## src/rtl/ex_mem_queue.sv

```systemverilog
// rtl/ex_mem_queue.sv - EX to MEM bundle FIFO with lane kill on capture and flush
// Holds up to DEPTH issue bundles; lanes younger than the oldest excepting lane are dropped at capture.
module ex_mem_queue #(
   parameter  int LANES     = 2,
   parameter  int PAYLOAD_W = 160,
   parameter  int EXC_W     = 2,
   parameter  int DEPTH     = 2,
   localparam int CNT_W     = $clog2(DEPTH + 1),
   localparam int PTR_W     = (DEPTH > 1) ? $clog2(DEPTH) : 1
) (
   input  logic                       clk,
   input  logic                       rst,
   input  logic                       flush,
   input  logic [LANES-1:0]           in_valid,
   input  logic [LANES*PAYLOAD_W-1:0] in_payload,
   input  logic [LANES*EXC_W-1:0]     in_excp,
   output logic                       in_ready,
   output logic [LANES-1:0]           out_valid,
   output logic [LANES*PAYLOAD_W-1:0] out_payload,
   output logic [LANES*EXC_W-1:0]     out_excp,
   input  logic                       out_ready,
   output logic [CNT_W-1:0]           out_count
);

   logic [LANES-1:0]           mask_q    [DEPTH];
   logic [LANES-1:0]           mask_d    [DEPTH];
   logic [LANES*PAYLOAD_W-1:0] payload_q [DEPTH];
   logic [LANES*PAYLOAD_W-1:0] payload_d [DEPTH];
   logic [LANES*EXC_W-1:0]     excp_q    [DEPTH];
   logic [LANES*EXC_W-1:0]     excp_d    [DEPTH];

   logic [PTR_W-1:0] rd_ptr_q, rd_ptr_d;
   logic [PTR_W-1:0] wr_ptr_q, wr_ptr_d;
   logic [CNT_W-1:0] count_q, count_d;

   logic                       push;
   logic                       pop;
   logic                       killed;
   logic [LANES-1:0]           cap_mask;
   logic [LANES*PAYLOAD_W-1:0] cap_payload;
   logic [LANES*EXC_W-1:0]     cap_excp;

   function automatic logic [PTR_W-1:0] ptr_inc(input logic [PTR_W-1:0] p);
      return (p == PTR_W'(DEPTH - 1)) ? '0 : p + PTR_W'(1);
   endfunction

   assign in_ready = (count_q < CNT_W'(DEPTH));
   assign push     = in_ready & (|in_valid) & ~flush;
   assign pop      = (count_q != '0) & out_ready & ~flush;

   // Walk lanes oldest first; the first excepting lane is kept, everything after it is dropped.
   always_comb begin
      killed      = 1'b0;
      cap_mask    = '0;
      cap_payload = '0;
      cap_excp    = '0;
      for (int i = 0; i < LANES; i++) begin
         if (in_valid[i] && !killed) begin
            cap_mask[i]                          = 1'b1;
            cap_payload[i*PAYLOAD_W +: PAYLOAD_W] = in_payload[i*PAYLOAD_W +: PAYLOAD_W];
            cap_excp[i*EXC_W +: EXC_W]           = in_excp[i*EXC_W +: EXC_W];
            if (in_excp[i*EXC_W +: EXC_W] != '0) begin
               killed = 1'b1;
            end
         end
      end
   end

   always_comb begin
      mask_d    = mask_q;
      payload_d = payload_q;
      excp_d    = excp_q;
      rd_ptr_d  = rd_ptr_q;
      wr_ptr_d  = wr_ptr_q;
      count_d   = count_q;
      if (flush) begin
         rd_ptr_d = '0;
         wr_ptr_d = '0;
         count_d  = '0;
      end else begin
         if (push) begin
            mask_d[wr_ptr_q]    = cap_mask;
            payload_d[wr_ptr_q] = cap_payload;
            excp_d[wr_ptr_q]    = cap_excp;
            wr_ptr_d            = ptr_inc(wr_ptr_q);
         end
         if (pop) begin
            rd_ptr_d = ptr_inc(rd_ptr_q);
         end
         if (push && !pop) begin
            count_d = count_q + CNT_W'(1);
         end else if (pop && !push) begin
            count_d = count_q - CNT_W'(1);
         end
      end
   end

   always_ff @(posedge clk) begin
      if (!rst) begin
         rd_ptr_q <= '0;
         wr_ptr_q <= '0;
         count_q  <= '0;
      end else begin
         rd_ptr_q <= rd_ptr_d;
         wr_ptr_q <= wr_ptr_d;
         count_q  <= count_d;
      end
   end

   // Entry storage is never cleared; the count gates what the outputs can see.
   always_ff @(posedge clk) begin
      mask_q    <= mask_d;
      payload_q <= payload_d;
      excp_q    <= excp_d;
   end

   assign out_valid   = (count_q != '0) ? mask_q[rd_ptr_q]    : '0;
   assign out_payload = (count_q != '0) ? payload_q[rd_ptr_q] : '0;
   assign out_excp    = (count_q != '0) ? excp_q[rd_ptr_q]    : '0;
   assign out_count   = count_q;

endmodule

```

## config.mk

```make
export PLATFORM = sky130hd
export DESIGN_NAME = ex_mem_queue
export DESIGN_NICKNAME = d
export VERILOG_FILES = /design/src/rtl/ex_mem_queue.sv
export SDC_FILE = /design/constraint.sdc
export NUM_CORES = 1
export LEC_CHECK = 0
export ABC_AREA = 1
export CAP_MARGIN = 5
export CORE_AREA = 4 4 251 253
export DETAILED_ROUTE_END_ITERATION = 7
export DIE_AREA = 0 0 255 257
export GPL_TIMING_DRIVEN = 0
export PLACE_DENSITY = 0.75
export SYNTH_ARGS = -nofsm -noshare
export SYNTH_HDL_FRONTEND = slang
export SYNTH_SLANG_ARGS = --single-unit
```

## constraint.sdc

```tcl
create_clock -name clk -period 53.6 [get_ports clk]
set_input_delay 16.08 -clock clk [delete_from_list [all_inputs] [get_ports clk]]
set_output_delay 16.08 -clock clk [all_outputs]
set_load 0.1 [all_outputs]
```

==> summary.md <==
| Metric | Value |
|---|---|
| Hold_sp | `out_count[1]` |
| GRT Util Overall | `0.235` |
| Gpl congestion | `0.829` |
| Share of cells above drive strength 1 | `0.0842` |
| Period utilization | `0.364` |
| WL per Instance | `19.7 um` |
| Area taken by multi-input logic gates | `5480 sq um` |
| Sequential area share after synthesis | `0.722` |
| Worst Setup Start Kind | `flip-flop` |
| Final hold vios | `0` |
| Critical Path Sink Type | `output port` |
| Worst setup path category | `flip-flop to output port` |
| Via density | `4.90` |
| Vias in the first global route | `19.7k` |
| Slowest CP cell | `clkdlybuf4s50_1` |
| End of the worst hold path | `out_count[1]` |
| Die Area | `65500 sq um` |
| Hold path depth | `3` |
| Critical Path RT | `37.52 ns` |
| I/O Pins | `659` |
| Area Overhead vs Synth | `38.2%` |
| MaxCap Viol Count | `0` |
| Final setup TNS | `0 ns` |
| Iteration-0 DRC Markers | `1366` |
| # rows | `91` |
| Total wire length | `80300 um` |
| Synth area leaders | `edfxtp_1 (72%), nand2_1 (11%), a21oi_1 (6.0%)` |
| Core area | `61000 sq um` |
| Psw | `0.369 mW` |
| Clock Latency Late Sink | `0.58 ns` |
| Mapped Avg Cell Area | `11.0 sq um` |
| Syn_nets | `2798` |
| Final ANT Viol Nets | `0` |
| Slew HR | `0.196` |
| Post-CTS Hold Fix Bufs | `0` |
| LEAKAGE | `15.0 nW` |
| Port-buffer cells | `658` |
| Max incr delay on CP | `0.99 ns` |
| Die width | `255 um` |
| Fillers | `4715` |
| GRT overflow | `0` |
| Initial Util | `0.446` |
| Warnings from Yosys | `0` |
| CTS resizes | `0` |
| Setup WS pre-CTS | `34.28 ns` |
| Clock Root Buffer | `clkbuf_16` |
| Internal Power | `0.935 mW` |
| Antenna violations before repair | `17` |
| H-tree lvl count | `3` |
| Vias post-DR | `20.0k` |
| Worst R2R Setup Slack | `50.79 ns` |
| Worst hold path class | `flip-flop to flip-flop` |
| Max Clock Skew | `0.0214 ns` |
| Seq cells post-synth | `656` |
| Switch share | `0.283` |
| WP data arrival | `3.45 ns` |
| Final min period | `19.53 ns` |
| Commonest non-fill, non-tap cell in the layout | `nand2_1` |
| Cells after synthesis | `2467` |
| Final Max Tran Viols | `0` |
| Fmax | `51.2 MHz` |
| Synth top area share | `0.719` |
| Critical path peak fanout | `10` |
| Num CTS Buffers | `70` |
| Unrepaired setup endpoints after global routing | `no` |
| Dpl hpwl | `58800 um` |
| Pin count of the biggest net entering global routing | `33` |
| Worst slew pin tran | `1.20 ns` |
| Setup Viol. Count Final | `0` |
| First-pass GRT wire length | `116000 um` |
| Seq pwr share | `0.456` |
| Most frequent cells in the layout | `nand2_1 (824), clkdlybuf4s50_1 (658), edfxtp_1 (652)` |
| Most area-hungry cell type in the Yosys netlist | `edfxtp_1` |
| R2r startpoint | `out_count[1]` |
| CP cell instances | `nor2_1, clkbuf_1, buf_2, a21oi_1, clkdlybuf4s50_1` |
| Post-synthesis instance area | `27200 sq um` |
| Setup Buffers After CTS | `0` |
| Final nets | `3552` |
| Worst Reg-to-Reg Cells | `7` |
| First-pass DRT Iterations | `5` |
| Worst r2r dst | `payload_q[546]` |
| Clock share of power | `0.365` |
| TritonCTS clock tree | `built` |
| Peak VDD IR | `26.4 uV` |
| Combinational Power Share | `0.179` |
| Num Clock Sinks | `656` |
| Power Density | `34.6 nW/um^2` |
| Sequential cell area | `19700 sq um` |
| Status | `finished, final reports clean` |
| Distinct cells, synth | `17` |
| Clk slew on worst S/H paths | `0.06 ns` |
| DRC errors left | `0` |
| Setup ws final | `34.07 ns` |
| CTS Buffer Depth | `3` |
| Worst setup path startpoint | `out_count[0]` |
| Die H | `257 um` |
sequential cells by signal, summed over array words and instances (netlist names):
signal / cells
payload_q: 640
excp_q: 8
mask_q: 4
out_count: 2
rd_ptr_q: 1
wr_ptr_q: 1
logic make-up after synthesis:
family | share of synthesized area
simple gates | 0.140
flops | 0.722
buf+inv | 0.0777
compound gates | 0.0599
xor+xnor | 0.000322
fa+ha+maj | 0.000459
worst max-delay path by stage:
| stage | to | cells after the start |
|---|---|---|
| floorplan | excp_q[0] | 5 |
| global placement | payload_q[254] | 6 |
| detailed placement | payload_q[565] | 10 |
| CTS | out_payload[180] | 6 |
| global route | out_payload[215] | 5 |
| finish | out_payload[306] | 5 |
layout make-up:
class	instances	share of cell area
Antenna cell	6	0.000399
Timing Repair Buffer	682	0.189
Clock buffer	87	0.0505
Sequential cell	656	0.522
Tap cell	790	0.0263
Inverter	338	0.0337
Clock inverter	40	0.0100
Buffer	145	0.0225
Multi-Input combinational cell	1328	0.146
worst max-delay path: cells and delay by family (launching register included):
family | cells | cell delay [ns]
buffers and inverters | 3 | 2.20
flip-flops | 1 | 0.36
AO/OA/AOI/OAI | 1 | 0.11
AND/OR/NAND/NOR | 1 | 0.17
cell usage after synthesis:
master / n
buf_4: 3
edfxtp_1: 652
nor3_1: 1
ha_1: 1
nand4_1: 1
inv_2: 1
inv_1: 337
clkbuf_1: 18
nor2_1: 151
nand3_1: 3
buf_6: 22
xor2_1: 1
a21oi_1: 326
nor2_2: 20
nand2_1: 824
buf_2: 102
dfxtp_1: 4
power by group through the flow:
stage | combinational (mW) | clock [mW] | sequential [mW]
after floorplan | 0.151 | 0 | 0.617
final | 0.234 | 0.476 | 0.594
after global placement | 0.227 | 0 | 0.624
after global routing | 0.245 | 0.504 | 0.596
after CTS | 0.235 | 0.484 | 0.594
after detailed placement | 0.234 | 0 | 0.605
routing by layer:
metal,wire length [um],global-route usage,part of all wire,up-vias
li1,-,-,-,9542
met1,28900,0.261,0.36,9484
met2,40700,0.415,0.51,747
met3,7630,0.0822,0.095,172
met4,2940,0.0882,0.037,18
met5,116,0,0.0014,-
per-stage QoR:
stage          total power [mW]  utilization  hold WS [ns]  instance area [sq um]  std cells
2_1_floorplan             0.768            -         0.510                  27200       2467
3_3_place_gp              0.850        0.570         0.520                  34800       3915
5_1_grt                    1.34        0.617         0.631                  37600       4070
6_report                   1.30        0.617         0.598                  37600       4072
4_1_cts                    1.31        0.617         0.595                  37600       4066
3_5_place_dp              0.839        0.579         0.580                  35300       3939
No activity file was read; power rests on OpenSTA's default activity.
